<file path="config.mk">
export PLATFORM = sky130hd
export DESIGN_NAME = id_exe_reg
export DESIGN_NICKNAME = d
export VERILOG_FILES = /design/src/rtl/arm_pkg.sv /design/src/rtl/sat_counter.sv /design/src/rtl/id_exe_reg.sv
export SDC_FILE = /design/constraint.sdc
export NUM_CORES = 1
export LEC_CHECK = 0
export ABC_AREA = 1
export CELL_PAD_IN_SITES_DETAIL_PLACEMENT = 0
export CELL_PAD_IN_SITES_GLOBAL_PLACEMENT = 2
export CORE_MARGIN = 1.5
export CORE_UTILIZATION = 25
export CTS_BUF_LIST = sky130_fd_sc_hd__clkbuf_16
export DETAILED_ROUTE_END_ITERATION = 10
export MAX_ROUTING_LAYER = met4
export PLACE_DENSITY = 0.87
export SLEW_MARGIN = 5
export SYNTH_ARGS = -nofsm -noshare
export SYNTH_HDL_FRONTEND = slang
export SYNTH_SLANG_ARGS = --single-unit
export TNS_END_PERCENT = 5
</file>
<file path="constraint.sdc">
create_clock -name clk -period 1.9 [get_ports clk]
set_input_delay 0.475 -clock clk [delete_from_list [all_inputs] [get_ports clk]]
set_output_delay 0.475 -clock clk [all_outputs]
set_load 0.1 [all_outputs]
</file>
<file path="src/rtl/arm_pkg.sv">
// Shared ARM-subset pipeline definitions: widths, EXE commands and the
// ID->EXE stage bundle.
package arm_pkg;

    localparam int WORD_W     = 32;
    localparam int REG_ADDR_W = 4;
    localparam int SHIFT_OP_W = 12;
    localparam int EXE_CMD_W  = 4;
    localparam int STATUS_W   = 4;
    localparam int IMM24_W    = 24;
    localparam int CNT_W      = 16;

    localparam logic [EXE_CMD_W-1:0] EXE_NOP = 4'b0000;
    localparam logic [EXE_CMD_W-1:0] EXE_MOV = 4'b0001;
    localparam logic [EXE_CMD_W-1:0] EXE_ADD = 4'b0010;
    localparam logic [EXE_CMD_W-1:0] EXE_ADC = 4'b0011;
    localparam logic [EXE_CMD_W-1:0] EXE_SUB = 4'b0100;
    localparam logic [EXE_CMD_W-1:0] EXE_SBC = 4'b0101;
    localparam logic [EXE_CMD_W-1:0] EXE_AND = 4'b0110;
    localparam logic [EXE_CMD_W-1:0] EXE_ORR = 4'b0111;
    localparam logic [EXE_CMD_W-1:0] EXE_EOR = 4'b1000;
    localparam logic [EXE_CMD_W-1:0] EXE_MVN = 4'b1001;
    // Compare/test and memory ops reuse the arithmetic encodings.
    localparam logic [EXE_CMD_W-1:0] EXE_CMP = 4'b0100;
    localparam logic [EXE_CMD_W-1:0] EXE_TST = 4'b0110;
    localparam logic [EXE_CMD_W-1:0] EXE_LDR = 4'b0010;
    localparam logic [EXE_CMD_W-1:0] EXE_STR = 4'b0010;

    typedef struct packed {
        logic                  valid;
        logic [WORD_W-1:0]     pc;
        logic [WORD_W-1:0]     val_rn;
        logic [WORD_W-1:0]     val_rm;
        logic [SHIFT_OP_W-1:0] shift_operand;
        logic                  imm;
        logic [IMM24_W-1:0]    signed_imm24;
        logic [REG_ADDR_W-1:0] dest;
        logic [EXE_CMD_W-1:0]  exe_cmd;
        logic                  mem_r_en;
        logic                  mem_w_en;
        logic                  wb_en;
        logic                  b;
        logic                  s;
        logic [STATUS_W-1:0]   status;
        logic [REG_ADDR_W-1:0] src1;
        logic [REG_ADDR_W-1:0] src2;
        logic                  mem_mode;
    } id_exe_t;

endpackage

</file>
<file path="src/rtl/sat_counter.sv">
// Event counter that sticks at all-ones instead of wrapping.
// Cleared asynchronously by rst_n.
module sat_counter #(
    parameter int WIDTH = 16
) (
    input  logic             clk,
    input  logic             rst_n,
    input  logic             i_inc,
    output logic [WIDTH-1:0] o_cnt
);

    logic [WIDTH-1:0] r_cnt;
    logic             w_full;

    assign w_full = &r_cnt;
    assign o_cnt  = r_cnt;

    always_ff @(posedge clk or negedge rst_n) begin
        if (!rst_n) begin
            r_cnt <= '0;
        end else if (i_inc && !w_full) begin
            r_cnt <= r_cnt + WIDTH'(1);
        end
    end

endmodule

</file>
<file path="src/rtl/id_exe_reg.sv">
// ID->EXE pipeline register with flush/freeze control and
// saturating stall/flush event counters.
module id_exe_reg
    import arm_pkg::*;
(
    input  logic                  clk,
    input  logic                  rst_n,
    input  logic                  freeze,
    input  logic                  flush,
    input  logic                  id_valid,
    input  logic [WORD_W-1:0]     id_pc,
    input  logic [WORD_W-1:0]     id_val_rn,
    input  logic [WORD_W-1:0]     id_val_rm,
    input  logic [SHIFT_OP_W-1:0] id_shift_operand,
    input  logic                  id_imm,
    input  logic [IMM24_W-1:0]    id_signed_imm24,
    input  logic [REG_ADDR_W-1:0] id_dest,
    input  logic [EXE_CMD_W-1:0]  id_exe_cmd,
    input  logic                  id_mem_r_en,
    input  logic                  id_mem_w_en,
    input  logic                  id_wb_en,
    input  logic                  id_b,
    input  logic                  id_s,
    input  logic [STATUS_W-1:0]   id_status,
    input  logic [REG_ADDR_W-1:0] id_src1,
    input  logic [REG_ADDR_W-1:0] id_src2,
    output logic                  exe_valid,
    output logic [WORD_W-1:0]     exe_pc,
    output logic [WORD_W-1:0]     exe_val_rn,
    output logic [WORD_W-1:0]     exe_val_rm,
    output logic [SHIFT_OP_W-1:0] exe_shift_operand,
    output logic                  exe_imm,
    output logic [IMM24_W-1:0]    exe_signed_imm24,
    output logic [REG_ADDR_W-1:0] exe_dest,
    output logic [EXE_CMD_W-1:0]  exe_exe_cmd,
    output logic                  exe_mem_r_en,
    output logic                  exe_mem_w_en,
    output logic                  exe_wb_en,
    output logic                  exe_b,
    output logic                  exe_s,
    output logic [STATUS_W-1:0]   exe_status,
    output logic [REG_ADDR_W-1:0] exe_src1,
    output logic [REG_ADDR_W-1:0] exe_src2,
    output logic                  exe_mem_mode,
    output logic [CNT_W-1:0]      stall_cnt,
    output logic [CNT_W-1:0]      flush_cnt
);

    id_exe_t r_stage;
    id_exe_t w_load;
    id_exe_t w_next;
    logic    w_stall_inc;

    always_comb begin
        w_load               = '0;
        w_load.valid         = id_valid;
        w_load.pc            = id_pc;
        w_load.val_rn        = id_val_rn;
        w_load.val_rm        = id_val_rm;
        w_load.shift_operand = id_shift_operand;
        w_load.imm           = id_imm;
        w_load.signed_imm24  = id_signed_imm24;
        w_load.dest          = id_dest;
        w_load.exe_cmd       = id_exe_cmd;
        w_load.status        = id_status;
        w_load.src1          = id_src1;
        w_load.src2          = id_src2;
        // A bubble from ID must not carry any side-effecting enable.
        w_load.mem_r_en      = id_mem_r_en & id_valid;
        w_load.mem_w_en      = id_mem_w_en & id_valid;
        w_load.wb_en         = id_wb_en & id_valid;
        w_load.b             = id_b & id_valid;
        w_load.s             = id_s & id_valid;
        w_load.mem_mode      = (id_mem_r_en | id_mem_w_en) & id_valid;
    end

    always_comb begin
        w_next = w_load;
        if (flush) begin
            w_next = '0;
        end else if (freeze) begin
            w_next = r_stage;
        end
    end

    always_ff @(posedge clk or negedge rst_n) begin
        if (!rst_n) begin
            r_stage <= '0;
        end else begin
            r_stage <= w_next;
        end
    end

    assign w_stall_inc = freeze & ~flush;

    sat_counter #(.WIDTH(CNT_W)) u_stall_cnt (
        .clk   (clk),
        .rst_n (rst_n),
        .i_inc (w_stall_inc),
        .o_cnt (stall_cnt)
    );

    sat_counter #(.WIDTH(CNT_W)) u_flush_cnt (
        .clk   (clk),
        .rst_n (rst_n),
        .i_inc (flush),
        .o_cnt (flush_cnt)
    );

    assign exe_valid         = r_stage.valid;
    assign exe_pc            = r_stage.pc;
    assign exe_val_rn        = r_stage.val_rn;
    assign exe_val_rm        = r_stage.val_rm;
    assign exe_shift_operand = r_stage.shift_operand;
    assign exe_imm           = r_stage.imm;
    assign exe_signed_imm24  = r_stage.signed_imm24;
    assign exe_dest          = r_stage.dest;
    assign exe_exe_cmd       = r_stage.exe_cmd;
    assign exe_mem_r_en      = r_stage.mem_r_en;
    assign exe_mem_w_en      = r_stage.mem_w_en;
    assign exe_wb_en         = r_stage.wb_en;
    assign exe_b             = r_stage.b;
    assign exe_s             = r_stage.s;
    assign exe_status        = r_stage.status;
    assign exe_src1          = r_stage.src1;
    assign exe_src2          = r_stage.src2;
    assign exe_mem_mode      = r_stage.mem_mode;

endmodule

</file>
[Yosys cells after proc, flatten, opt, wreduce, memory -nomap -nowiden]
Cells that the tools add are included.
Cells by class
  add/subtract/negate cells: 2
  equal/unequal tests: 1
  multiplexer cells: 2
  bitwise gates (word level): 9
  reduce and logical (&&, ||, !) cells: 6
Operators with widths (count)
  160-bit 2-to-1 mux: 2
  16-bit by 1-bit adder with 16-bit output, second input constant: 2
  16-bit AND reduction: 2
  1-bit bitwise AND: 7
  1-bit logical AND: 2
  1-bit logical NOT: 2
  2-bit by 1-bit inequality test with 1-bit output, second input constant: 1
  1-bit inverter: 1
  1-bit OR: 1
Word-level totals
  flip-flop bits (word level): 192

[Logic depth before layout (Yosys ltp)]
Gate-level depths: netlist of run 1.
  depth in word-level cells: 4
  depth in mapped cells: 9
  gate-level depth less buffers: 9

[Hierarchy]
From an unflattened synthesis of run 1, not the netlist that was laid out.
Second synthesis, totals
  cells, all modules: 994
  area total of the unflattened synthesis: 8131.5 µm²
Modules (own cells, without submodules)
  id_exe_reg: times used 1, cells an instance 676, area an instance 5989.5 µm²
  sat_counter (u_stall_cnt): times used 1, cells an instance 160, area an instance 1089.8 µm²
  sat_counter (u_flush_cnt): times used 1, cells an instance 158, area an instance 1052.3 µm²

[Worst setup path before layout of run 1]
Ideal clock, no wire load.
  path type: flip-flop to flip-flop
  start: reg u_flush_cnt.r_cnt[0], in the netlist u_flush_cnt.o_cnt[0]
  end: reg u_flush_cnt.r_cnt[12], in the netlist u_flush_cnt.o_cnt[12]
  library setup time: 0.159 ns
  data arrival time: 1.968 ns
  path slack: -0.227 ns
  stages on the path, launching flop included: 8
  buffers on the path: 0
  clock period less this slack: 2.127 ns
  cells stage by stage: dfrtp_1 ha_1 inv_1 nor2_4 nand2_1 nor2_2 nand2_1 xnor2_1
On the way
  word-level cells in the longest chain between the ends: 3
  elaborated cells on any way between the ends: 4
RTL lines
  start: declaration: RTL line sat_counter.sv:12  | logic [WIDTH-1:0] r_cnt;
  start signal: assignment: RTL line sat_counter.sv:22  | r_cnt <= r_cnt + WIDTH'(1);
  branches (longest 3 deep; another with 16-bit by 1-bit adder with 16-bit output)
Several ways; the timed one is not identified.
A chain may end at the register's enable or synchronous reset.

[Final worst setup path of run 1]
  start: reg u_stall_cnt.r_cnt[2], in the netlist u_stall_cnt.o_cnt[2]
  end: out stall_cnt[2]
RTL lines
  start: declaration: RTL line sat_counter.sv:12
  start signal: assignment: RTL line sat_counter.sv:22
  end: declaration: RTL line id_exe_reg.sv:45  | output logic [CNT_W-1:0] stall_cnt,
No word-level cell between the ends.

==> results.txt, run 1 <==
Status -> complete, no violations
Core footprint -> 0.0297 mm2
Global-route wire length before repair -> 38,800 um
Critical Path End Type -> output port
MaxCap Viol Count -> 0
Max stage delay on crit path -> 520 ps
Detailed Place HPWL -> 18,900 um
Req. time, crit path -> 1420 ps
Clock transition at path regs -> 70 ps
Clk sink count -> 192
Total nets after synthesis -> 806
Initial antenna violation count -> 0
Maximum VDD drop -> 0.725 mV
Post-Route WL -> 25,000 um
Vias in the first global route -> 6,810
Fin cells -> 1,431
Worst-path cell chain -> buf_12
Final Skew -> 9.94 ps
Max-slew violation count -> 0
Area delta synth->final -> 92.2%
First-pass DRT Iterations -> 4
Fill cell count -> 2,556
Worst hold slack -> 560 ps
Type of the worst min-delay path -> primary input to async pin
Overflow after GRT -> 0
FP Rows -> 63
Arrival @ worst endpoint -> 1170 ps
GRT Overall Usage -> 16.5%
Antenna Nets Post-Route -> 0
Commonest cells post-synth -> dfrtp_1 (192), a22o_1 (156), nand2_1 (124)
Leakage -> 6.49 nW
Post-Syn Area -> 0.00756 mm2
Peak Freq -> 0.607 GHz
Synth Warn # -> 0
Count leader, synth -> dfrtp_1
Buf/Inv on CP -> 1
CP max-delay cell -> dfrtp_1
Worst-margin pin slew -> 493 ps
Total power -> 13.3 mW
Area leader, netlist -> dfrtp_1
Worst setup SP type -> register
Top delay family on crit path -> flip-flops
RSZ-0062 raised after global routing -> false
Flops & latches, synth -> 192
Initial core utilization -> 25.4%
Ports -> 355
Final Cycle Share -> 86.7%
Nets@finish -> 1,194
Cell variety after synth -> 26
Initial DRC count -> 210
Synth top area share -> 63.6%
Largest net degree at the start of global routing -> 61
Asr flop ratio synth -> 100%
Placed Cells -> 1,399
Pre-CTS setup slack -> -28.8 ps
Crit Path Category -> register to output port
Width of the chip -> 177 um
Clock Latency Late Sink -> 440 ps
Height of the chip -> 177 um
Mapped Cells -> 641
Final Critical Period -> 1650 ps
Pwr dens -> 914 mW/mm2
Layout cells sized above 1 -> 28.9%
Setup bufs post-CTS -> 0
IO buf count -> 354
Diodes inserted -> 0
Die footprint -> 0.0313 mm2
Final Hold Fails -> 0
DR DRC count -> 0
Vias -> 6,485
Syn Area/Cell -> 11.8 um2
CTS tree -> yes
H-tree depth -> 4
Clock root cell -> clkbuf_16
Largest fanout on the critical path -> 7
GPL Wtd Cong -> 0.776
Total CTS buffers -> 17
Average via count per standard cell -> 4.53
Relative slew slack -> 67.2%
Sequential fraction of the synthesis area -> 63.6%
Wire length per cell -> 17.5 um
Number of synthesized flops with an enable pin -> 0
Worst-case clock buffer depth -> 2
Synth Flop Type -> dfrtp_1
Dominant cells by area after synthesis -> dfrtp_1 (64%), a22o_1 (18%), nand2_1 (6.2%)
Endpoints failing setup -> 0
Setup slack after layout -> 253 ps
==> power breakdown <==
| group | switching [mW] | internal (mW) |
|---|---|---|
| Clock | 1.66 | 2.20 |
| Combinational | 2.83 | 1.77 |
| Sequential | 0.428 | 4.38 |
| Total | 4.91 | 8.36 |
==> worst paths after layout <==
path | start | to | slack [ps] | cells past startpoint
max in group asynchronous | rst_n | u_stall_cnt.o_cnt[15]$_DFFE_PN0P_ | 730 | 3
setup reg to reg | u_flush_cnt.o_cnt[1]$_DFFE_PN0P_ | u_flush_cnt.o_cnt[10]$_DFFE_PN0P_ | 270 | 9
hold reg to reg | exe_val_rm[19]$_DFFE_PN0P_ | exe_val_rm[19]$_DFFE_PN0P_ | 560 | 1
setup / recovery | u_stall_cnt.o_cnt[2]$_DFFE_PN0P_ | stall_cnt[2] | 250 | 1
min in group clk | exe_val_rm[19]$_DFFE_PN0P_ | exe_val_rm[19]$_DFFE_PN0P_ | 560 | 1
hold / removal | rst_n | exe_signed_imm24[23]$_DFFE_PN0P_ | 560 | 2
==> cell type report <==
class | count | area, um2 | area share (%)
multi-input cells | 385 | 2460 | 17.0
clock inverters | 14 | 190 | 1.31
flip-flops and latches | 192 | 4810 | 33.1
well taps | 390 | 488 | 3.36
repair buffers | 403 | 6030 | 41.5
inverters | 30 | 118 | 0.810
clock buffers | 17 | 425 | 2.93
==> logic make-up (layout without fill, tap and decap cells) <==
group	Yosys count	after routing	share of synthesized area [%]
AOI/OAI and AO/OA	167	167	18.8
and+or+nand+nor	206	206	12.3
buffers and inverters	64	464	3.84
adders and majority gates	2	2	0.331
xor gates and xnor gates	10	10	1.16
DFF	192	192	63.6
==> sequential cells by signal (all words and copies together) (netlist names) <==
| register | count |
|---|---|
| exe_exe_cmd | 4 |
| exe_signed_imm24 | 24 |
| exe_src2 | 4 |
| exe_shift_operand | 12 |
| exe_val_rn | 32 |
| exe_b | 1 |
| u_stall_cnt.o_cnt | 16 |
| exe_pc | 32 |
| exe_wb_en | 1 |
| exe_imm | 1 |
| exe_s | 1 |
| exe_mem_w_en | 1 |
| exe_mem_r_en | 1 |
| exe_src1 | 4 |
| u_flush_cnt.o_cnt | 16 |
| exe_status | 4 |
| exe_valid | 1 |
| exe_mem_mode | 1 |
| exe_dest | 4 |
| exe_val_rm | 32 |
==> placed cells by master, fill, tap and decap left out, drive strengths merged <==
cell and instances:
buf 240, nand4 10, nor2 38, xnor2 8, a22o 156, clkbuf 18
clkdlybuf4s50 161, and2 1, o21ai 11, clkinvlp 3, xor2 2, dlygate4sd3 1
clkinv 2, nand3 14, nand3b 5, dfrtp 192, nand2 135, nor3 3
bufinv 4, ha 2, inv 35
==> routing by layer <==
metal | GRT usage [%] | vias to the layer above | routed length, um
met2 | 26.4 | 279 | 11900
met1 | 20.1 | 3143 | 10700
met5 | - | - | 0
met4 | 5.12 | 0 | 395
li1 | - | 3040 | -
met3 | 5.03 | 23 | 1990
==> metrics by stage <==
stage,utilization (%),TNS (ps),cell area (um2)
4_1_cts,48.9,0,14500
3_5_place_dp,46.8,-558,13900
5_1_grt,48.9,0,14500
2_1_floorplan,-,-79.9,7560
6_report,48.9,0,14500
3_3_place_gp,46.8,0,13900
==> timing repair <==
item | 4_1_cts | 5_1_grt
gates resized for setup | 0 | 0
hold buffers | 1 | 0
hold endpoints to repair | 3 | 0
Power figures use the tool's default switching activity.
==> run 2, diff against run 1 <==
--- a/config.mk
+++ b/config.mk
@@ -11,6 +11,7 @@
 export CORE_MARGIN = 1.5
 export CORE_UTILIZATION = 25
 export CTS_BUF_LIST = sky130_fd_sc_hd__clkbuf_16
+export CTS_CLUSTER_DIAMETER = 200
 export DETAILED_ROUTE_END_ITERATION = 10
 export MAX_ROUTING_LAYER = met4
 export PLACE_DENSITY = 0.87
==> results of run 2 <==
Same layout as run 1: the final DEF is identical, and so are final timing and power.
==> run 3, diff against run 2 <==
--- a/config.mk
+++ b/config.mk
@@ -5,7 +5,6 @@
 export SDC_FILE = /design/constraint.sdc
 export NUM_CORES = 1
 export LEC_CHECK = 0
-export ABC_AREA = 1
 export CELL_PAD_IN_SITES_DETAIL_PLACEMENT = 0
 export CELL_PAD_IN_SITES_GLOBAL_PLACEMENT = 2
 export CORE_MARGIN = 1.5
@@ -14,7 +13,7 @@
 export CTS_CLUSTER_DIAMETER = 200
 export DETAILED_ROUTE_END_ITERATION = 10
 export MAX_ROUTING_LAYER = met4
-export PLACE_DENSITY = 0.87
+export PLACE_DENSITY = 0.85
 export SLEW_MARGIN = 5
 export SYNTH_ARGS = -nofsm -noshare
 export SYNTH_HDL_FRONTEND = slang
==> results.txt, run 3 <==
Status -> complete, no violations
Met1 Wirelength -> 10,200 um
Clk sink count -> 192
Post-synthesis compound-gate area fraction -> 1.38%
Type of the worst min-delay path -> primary input to register
Synth Flop Type -> dfrtp_1
Mapped Cells -> 673
Max-slew violation count -> 0
Area leader, netlist -> dfrtp_1
Vias -> 6,336
Final Cycle Share -> 90.7%
FP Rows -> 65
Maximum VDD drop -> 0.535 mV
Core footprint -> 0.0315 mm2
First-pass DRT Iterations -> 4
CTS resizes -> 0
Ports -> 355
Sw frac -> 38.8%
Area delta synth->final -> 84.1%
Die footprint -> 0.0331 mm2
Global-route wire length before repair -> 38,400 um
Metal3 WL -> 1780 um
Sw Pwr -> 5.38 mW
Detailed Place HPWL -> 17,800 um
Synth Warn # -> 0
Clock Latency Late Sink -> 440 ps
Number of synthesized flops with an enable pin -> 0
Largest net degree at the start of global routing -> 96
Average via count per standard cell -> 4.39
Largest family of logic cells by synthesized area -> multiplexers
Overflow after GRT -> 0
Sequential share of power -> 35.8%
Asr flop ratio synth -> 100%
Final Critical Period -> 1720 ps
Layout cells sized above 1 -> 27.6%
Post-Syn Area -> 0.00799 mm2
Pwr dens -> 942 mW/mm2
MaxCap Viol Count -> 0
Worst-case clock buffer depth -> 2
Critical Path End Type -> register
Synth top area share -> 60.1%
WL met2 -> 12,000 um
Worst setup SP type -> register
Endpoints failing setup -> 0
Clock power share -> 27.2%
Simple-Gate Fraction of Synth Area -> 13.5%
Dominant cells by area after synthesis -> dfrtp_1 (60%), mux2i_1 (19%), nor2_1 (8.1%)
Syn Area/Cell -> 11.9 um2
Total CTS buffers -> 17
Most common cell after layout, fill and taps aside -> buf_12
Flops & latches, synth -> 192
H-tree depth -> 4
Largest fanout on the critical path -> 4
Initial core utilization -> 25.4%
Cell variety after synth -> 37
Vias in the first global route -> 6,658
Initial antenna violation count -> 0
Crit Path Category -> register to register
Setup bufs post-CTS -> 0
Reg2Reg Depth -> 4
Relative slew slack -> 65.4%
Commonest cells post-synth -> dfrtp_1 (192), nor2_1 (173), mux2i_1 (154)
Comb pwr share -> 36.9%
Fill cell count -> 2,793
Hold-fix buffers at CTS -> 1
Leakage -> 6.72 nW
Wire length per cell -> 16.8 um
Total nets after synthesis -> 838
Post-Route WL -> 24,300 um
Internal power -> 8.48 mW
CTS tree -> yes
Req. time, crit path -> 2230 ps
RSZ-0062 raised after global routing -> false
Width of the chip -> 182 um
Final Skew -> 6.92 ps
Adder and majority cell fraction of the synthesized area -> 0.313%
Initial DRC count -> 320
Antenna Nets Post-Route -> 0
WHS Path Cells -> 3
Final Hold Fails -> 0
Count leader, synth -> dfrtp_1
Mux cell area share after synthesis -> 19.9%
Diodes inserted -> 0
Arrival @ worst endpoint -> 2050 ps
GPL Wtd Cong -> 0.762
Nets@finish -> 1,194
Height of the chip -> 182 um
Clock transition at path regs -> 70 ps
Clock root cell -> clkbuf_16
GRT Overall Usage -> 15.6%
DR DRC count -> 0
Peak Freq -> 0.580 GHz
Most frequent cells in the layout -> buf_12 (199), nor2_1 (173), dfrtp_1 (160), clkdlybuf4s50_1 (159), mux2i_1 (154)
Post-layout util -> 46.8%
Setup tns final -> 0 ps
Uppermost routed layer -> met4
IO buf count -> 354
Post-synthesis xor/xnor area fraction -> 2.74%
Worst-margin pin slew -> 515 ps
Sequential fraction of the synthesis area -> 60.1%
Total power -> 13.9 mW
[run 3: cell count changes in the layout (fill, tap and decap cells not counted), sizes merged, moves of 26 or more]
cell / previous run / this run
a22o: 156 / 0
buf: 240 / 214
inv: 35 / 6
mux2i: 0 / 154
nand2: 135 / 17
nor2: 38 / 174
[run 3: layout make-up]
class	count	area [um2]	share of cell area [%]
tap	402	503	3.42
inverter	1	3.75	0.0255
multi-input combinational	442	3020	20.5
sequential	192	4860	33.1
clock buffer	17	425	2.89
clock inverter	15	181	1.23
timing repair buffer	375	5720	38.9
[run 3: cell families (layout without fill, tap and decap cells)]
logic type,after synthesis,count (layout)
AOI/OAI and AO/OA,15,15
xor gates and xnor gates,25,25
adders and majority gates,2,2
buffers and inverters,39,408
DFF,192,192
muxes,158,158
and+or+nand+nor,242,242
[run 3: path summary, 6_finish.rpt]
path                                               endpoint  slack (ps)                              from
setup reg to reg           u_flush_cnt.o_cnt[1]$_DFFE_PN0P_         180  u_flush_cnt.o_cnt[1]$_DFFE_PN0P_
hold reg to reg            u_stall_cnt.o_cnt[6]$_DFFE_PN0P_         530  u_stall_cnt.o_cnt[6]$_DFFE_PN0P_
min in group asynchronous  u_flush_cnt.o_cnt[8]$_DFFE_PN0P_         590                             rst_n
max in group asynchronous  u_stall_cnt.o_cnt[6]$_DFFE_PN0P_         700                             rst_n
setup / recovery           u_flush_cnt.o_cnt[1]$_DFFE_PN0P_         180  u_flush_cnt.o_cnt[1]$_DFFE_PN0P_
hold / removal                     exe_mem_mode$_DFFE_PN0P_         360                            freeze
[run 3: layer usage]
layer | vias to the layer above | global-route usage [%]
met1 | 3106 | 18.6
li1 | 2986 | -
met5 | - | -
met3 | 25 | 5.21
met2 | 219 | 24.8
met4 | 0 | 4.93
[run 3: power groups by stage]
stage	registers (mW)	logic (mW)	clock network (mW)
6_report	4.96	5.12	3.78
5_1_grt	5.02	5.31	4.08
4_1_cts	4.97	5.16	3.92
3_5_place_dp	5.04	5.16	0
3_3_place_gp	5.02	5.14	0
2_1_floorplan	7.21	0.658	0
[run 3: through the flow]
stage | cells | setup slack [ps] | hold WS [ps] | cell area, um2
2_1_floorplan | 673 | -1.06 | 179 | 8050
3_3_place_gp | 1411 | 200 | 486 | 14100
3_5_place_dp | 1411 | 176 | 479 | 14100
4_1_cts | 1444 | 157 | 339 | 14700
5_1_grt | 1444 | 67.6 | 371 | 14700
6_report | 1444 | 176 | 358 | 14700
[run 3: critical path, stage by stage (launching register included)]
cell	delay, ps
dfrtp_4	450
ha_1	210
nand4_1	190
o41ai_4	370
mux2_2	380
